===== config.mk =====
export PLATFORM = sky130hd
export DESIGN_NAME = program_loader
export DESIGN_NICKNAME = d
export VERILOG_FILES = /design/src/rtl/program_loader_pkg.sv /design/src/rtl/program_loader.sv
export SDC_FILE = /design/constraint.sdc
export NUM_CORES = 1
export LEC_CHECK = 0
export BUFFER_PORTS_ARGS = -buffer_cell sky130_fd_sc_hd__buf_2
export CAP_MARGIN = 30
export CORE_AREA = 3 3 79 81
export CTS_BUF_LIST = sky130_fd_sc_hd__clkbuf_8
export CTS_CLUSTER_SIZE = 40
export DETAILED_ROUTE_END_ITERATION = 8
export DIE_AREA = 0 0 82 84
export PLACE_DENSITY_LB_ADDON = 0.2
export SETUP_SLACK_MARGIN = 0.15
export SYNTH_ARGS = -nofsm -noshare
export SYNTH_HDL_FRONTEND = slang
export SYNTH_SLANG_ARGS = --single-unit
export TNS_END_PERCENT = 100

===== constraint.sdc =====
create_clock -name i_clk -period 6.7 [get_ports i_clk]
set_clock_uncertainty 0.15 [all_clocks]
set_input_delay 0 -clock i_clk [delete_from_list [all_inputs] [get_ports i_clk]]
set_output_delay 0 -clock i_clk [all_outputs]
set_load 0.005 [all_outputs]

===== src/rtl/program_loader_pkg.sv =====
// Shared state encoding and error codes for the FRANK6000 program loader.
package program_loader_pkg;

  typedef enum logic [2:0] {
    ST_IDLE  = 3'd0,
    ST_HI    = 3'd1,
    ST_LO    = 3'd2,
    ST_WRITE = 3'd3,
    ST_CHK   = 3'd4,
    ST_CRST  = 3'd5,
    ST_RUN   = 3'd6,
    ST_FIN   = 3'd7
  } state_t;

  localparam logic [1:0] ERR_OK   = 2'b00;
  localparam logic [1:0] ERR_CHK  = 2'b01;
  localparam logic [1:0] ERR_TOUT = 2'b10;

endpackage


===== src/rtl/program_loader.sv =====
// Byte-stream frame loader: writes a checksummed program into CPU instruction
// memory, starts the CPU, and reports the WREG value at the end-of-program loop.
module program_loader
  import program_loader_pkg::*;
#(
  parameter int RUN_TIMEOUT = 65535,
  parameter int CNT_WIDTH   = 16
) (
  input  logic        i_clk,
  input  logic        i_rst,
  input  logic [7:0]  i_byte,
  input  logic        i_valid,
  output logic        o_ready,
  output logic [7:0]  o_instr_addr,
  output logic [15:0] o_instr,
  output logic        o_we,
  output logic        o_cpu_rst,
  output logic        o_ON,
  input  logic        i_loopf,
  input  logic [7:0]  i_WREG,
  output logic [7:0]  o_result,
  output logic        o_done,
  output logic [1:0]  o_err,
  output logic        o_busy
);

  localparam logic [CNT_WIDTH-1:0] TIMEOUT_VAL = CNT_WIDTH'(RUN_TIMEOUT);

  state_t               state_reg, state_next;
  logic [7:0]           count_reg, addr_reg, chk_reg, result_reg;
  logic [15:0]          instr_reg;
  logic [1:0]           err_reg;
  logic [CNT_WIDTH-1:0] run_cnt_reg;
  logic                 last_word, chk_ok, timeout_hit;

  // A count of 0 wraps to 255 here, which is exactly the 256-word case.
  assign last_word   = (addr_reg == count_reg - 8'd1);
  assign chk_ok      = (chk_reg == i_byte);
  assign timeout_hit = (run_cnt_reg == TIMEOUT_VAL);

  always_ff @(posedge i_clk or negedge i_rst) begin
    if (!i_rst) state_reg <= ST_IDLE;
    else        state_reg <= state_next;
  end

  // Control outputs decode the state directly so reset drops them at once.
  always_comb begin
    state_next = state_reg;
    o_ready    = 1'b0;
    o_we       = 1'b0;
    o_cpu_rst  = 1'b0;
    o_ON       = 1'b0;
    o_done     = 1'b0;
    case (state_reg)
      ST_IDLE:  begin o_ready = 1'b1; if (i_valid) state_next = ST_HI; end
      ST_HI:    begin o_ready = 1'b1; if (i_valid) state_next = ST_LO; end
      ST_LO:    begin o_ready = 1'b1; if (i_valid) state_next = ST_WRITE; end
      ST_WRITE: begin o_we = 1'b1; state_next = last_word ? ST_CHK : ST_HI; end
      ST_CHK: begin
        o_ready = 1'b1;
        if (i_valid) state_next = chk_ok ? ST_CRST : ST_FIN;
      end
      ST_CRST:  begin o_cpu_rst = 1'b1; state_next = ST_RUN; end
      ST_RUN: begin
        o_ON = 1'b1;
        if (i_loopf || timeout_hit) state_next = ST_FIN;
      end
      ST_FIN:   begin o_done = 1'b1; state_next = ST_IDLE; end
      default:  state_next = ST_IDLE;
    endcase
  end

  always_ff @(posedge i_clk or negedge i_rst) begin
    if (!i_rst) begin
      count_reg   <= '0;
      addr_reg    <= '0;
      chk_reg     <= '0;
      instr_reg   <= '0;
      err_reg     <= ERR_OK;
      result_reg  <= '0;
      run_cnt_reg <= '0;
    end else begin
      case (state_reg)
        ST_IDLE: if (i_valid) begin
          count_reg <= i_byte;
          addr_reg  <= '0;
          chk_reg   <= '0;
          err_reg   <= ERR_OK;
        end
        ST_HI: if (i_valid) begin
          instr_reg[15:8] <= i_byte;
          chk_reg         <= chk_reg ^ i_byte;
        end
        ST_LO: if (i_valid) begin
          instr_reg[7:0] <= i_byte;
          chk_reg        <= chk_reg ^ i_byte;
        end
        ST_WRITE: if (!last_word) addr_reg <= addr_reg + 8'd1;
        ST_CHK:   if (i_valid && !chk_ok) err_reg <= ERR_CHK;
        ST_CRST:  run_cnt_reg <= '0;
        ST_RUN: begin
          run_cnt_reg <= run_cnt_reg + 1'b1;
          // Loop flag wins over a simultaneous timeout.
          if (i_loopf)          result_reg <= i_WREG;
          else if (timeout_hit) err_reg    <= ERR_TOUT;
        end
        default: ;
      endcase
    end
  end

  assign o_instr_addr = addr_reg;
  assign o_instr      = instr_reg;
  assign o_result     = result_reg;
  assign o_err        = err_reg;
  assign o_busy       = (state_reg != ST_IDLE);

endmodule


==> results.py <==
metrics = {
    "route": {
        "routedWlPerCell_um": 15.3,
        "vias": 2921,
        "ant_nets": 0,
        "drt-vias-per-instance": 5.74,
        "dr.pass1.iters": 4,
        "drc_errors": 0,
        "drt-total-wl_um": 7800,
        "drtIter0Drc": 195,
    },
    "floorplan": {
        "die_h_um": 84,
        "core_area_um2": 5540,
        "io_pins": 60,
        "rows": 27,
        "start_util": 0.621,
        "die_w_um": 82,
        "dieArea_um2": 6890,
    },
    "grt": {
        "antenna_found_initial": 0,
        "grt_busiest_layer": "met2",
        "met2_usage": 0.375,
        "grt_pass1_vias": 2777,
        "use_met3": 0.0421,
        "grt_usage": 0.244,
        "grt_max_degree": 70,
        "grt-ovfl-total": 0,
        "grt_pass1_wl_um": 13100,
        "grt_util_met1": 0.337,
    },
    "critical_path": {
        "crit_fanout": 19,
        "crit_chain": "nor2b_1, nand2_1, inv_1, nand2_1, mux2_2",
        "cp.arrival_ps": 2730,
        "crit_top_cell": "nand2_1",
        "critPathRequiredTime_ps": 6790,
        "endpoint_kind": "register",
        "critPathKind": "register to register",
        "crit_buf_inv": 1,
        "max_stage_delay_ps": 520,
        "cp_slowest_cell": "dfrtp_1",
        "worstSetupStartpointType": "register",
        "critical-path-top-delay-family": "simple AND/OR/NAND/NOR gates",
    },
    "timing": {
        "hold_violations": 0,
        "finalSetupTns_ps": 0,
        "rsz0062_at_grt": "no",
        "fin_crit_ps": 2650,
        "max_freq_mhz": 378,
        "maxSlewHeadroom": 0.438,
        "final_max_slew_viol_count": 0,
        "tightest_slew_ps": 843,
        "worst_slack_ps": 4050,
        "period_share": 0.395,
        "setup_viol": 0,
    },
    "logic_synthesis": {
        "seq_area_frac_synth": 0.502,
        "yosys_warnings": 0,
        "synth_edf_count": 0,
        "synth_compound_area_frac": 0.135,
        "synth_top_family_by_area": "simple AND/OR/NAND/NOR gates",
        "synthCells": 348,
        "syn_avg_cell_area_um2": 9.89,
        "synth_mux_area_frac": 0.0931,
        "synth_nets": 371,
        "async_reset_ff_frac": 1.00,
        "ys_ff_latch": 69,
        "synth_cell_types": 44,
        "synth_simple_gate_area_frac": 0.197,
        "synthAdderAreaFrac": 0.0109,
        "synth_flop_cell": "dfrtp_1",
        "synth_area_um2": 3440,
        "yosys.area_share.xor_xnor": 0.0433,
    },
    "power_and_ir_drop": {
        "power_mw": 1.71,
        "p_leak_nw": 2.05,
        "peakVddDrop_v": 0.000256,
        "power_density_nw_per_um2": 402,
    },
    "clock_tree": {
        "cts_made_buffers": 9,
        "clockBufferDepth": 2,
        "clkTransAtPathRegs_ps": 80,
        "cts_sinks": 69,
        "cts_tree": "yes",
        "cts_setup_buffers": 0,
        "hold_buffers": 19,
        "htree_num_levels": 3,
        "cts_root_buf": "clkbuf_8",
        "worst_skew_pair.late_latency_ps": 350,
        "ctsResizeCount": 0,
    },
    "cells_and_area": {
        "num_antenna_cells": 0,
        "layout_commonest_cell": "dfrtp_1",
        "fin_nets": 455,
        "final_cell_mix": "69 x dfrtp_1, 59 x buf_2, 54 x nand2_1",
        "drive_above_1_share": 0.254,
        "fillCellCount": 377,
        "postLayoutCoreUtil": 0.769,
        "area_growth_pct": 23.8,
        "stdcell_area_um2": 4260,
    },
    "place": {
        "port_buffers": 59,
        "place_hpwl_um": 5110,
        "placed_cell_area_um2": 3830,
        "place.gp.congestion": 0.844,
        "pre_cts_ws_ps": 4160,
    },
    "outcome": {
        "status": "finished clean",
    },
    "min_path": {
        "hold_path.class": "input port to asynchronous set/reset pin",
    },
    "flow_run": {
        "cap_viol_max_count": 0,
    },
}
[metal layers]
metal | vias to the layer above | part of all wire
met5 | - | 0
li1 | 1420 | -
met2 | 88 | 0.47
met3 | 13 | 0.056
met4 | 0 | 0.021
met1 | 1400 | 0.45
[final cells by class]
class / count / area (um^2) / share of cell area
Sequential cell: 69 / 1730 / 0.405
Multi-Input combinational cell: 262 / 1650 / 0.387
Timing Repair Buffer: 84 / 533 / 0.125
Clock buffer: 9 / 124 / 0.0291
Clock inverter: 7 / 114 / 0.0267
Tap cell: 72 / 90.1 / 0.0211
Inverter: 6 / 22.5 / 0.00529
[tightest hold or removal path, cell delays in order]
cell and delay [ps]:
dlygate4sd3_1 510, buf_2 90, buf_4 640
[cells in the mapped netlist, drive strengths merged (2+ instances only)]
cell    number  area (um^2)
a21oi       11         55.1
a31oi        9         56.3
and2         2         12.5
and3         6         37.5
and4         4         35.0
clkbuf      10         37.5
dfrtp       69         1730
ha           3         37.5
inv          6         22.5
mux2        24          270
mux2i        5         50.1
nand2       54          203
nand2b       9         56.3
nand3        7         35.0
nand4        7         43.8
nor2        16         60.1
nor2b        3         18.8
nor3         4         20.0
nor4         3         18.8
o21ai       49          245
o31ai        4         30.0
or3          6         42.5
or4          2         15.0
xnor2        7         61.3
xor2        10         87.6
[metrics by stage]
stage                     hold WS, ps  cells
after floorplan                  -446    348
after CTS                         252    509
after global placement           81.4    473
after global routing              283    509
final                             208    509
after detailed placement         88.2    474
[path summary, 6_finish.rpt]
| path | from | end | slack [ps] | cells past startpoint |
|---|---|---|---|---|
| hold / removal | i_rst | o_instr_addr[4] | 210 | 3 |
| min in group i_clk | i_WREG[4] | o_result[4] | 260 | 3 |
| setup / recovery | state_reg[1] | o_result[3] | 4050 | 5 |
| setup reg to reg | state_reg[1] | o_result[3] | 4050 | 5 |
| max in group asynchronous | i_rst | run_cnt_reg[4] | 5630 | 3 |
| hold reg to reg | run_cnt_reg[12] | run_cnt_reg[12] | 350 | 1 |
[power by group]
part,total (mW),switching (mW),internal (mW)
clock,0.409,0.163,0.246
combinational,0.604,0.290,0.314
sequential,0.700,0.142,0.559
total,1.71,0.594,1.12
[cell families after synthesis]
logic type	Yosys count
DFF	69
muxes	29
AOI/OAI and AO/OA	81
buffers and inverters	17
xor gates and xnor gates	17
adders and majority gates	3
and+or+nand+nor	132
Note: power is estimated with default switching activity, not from simulation.
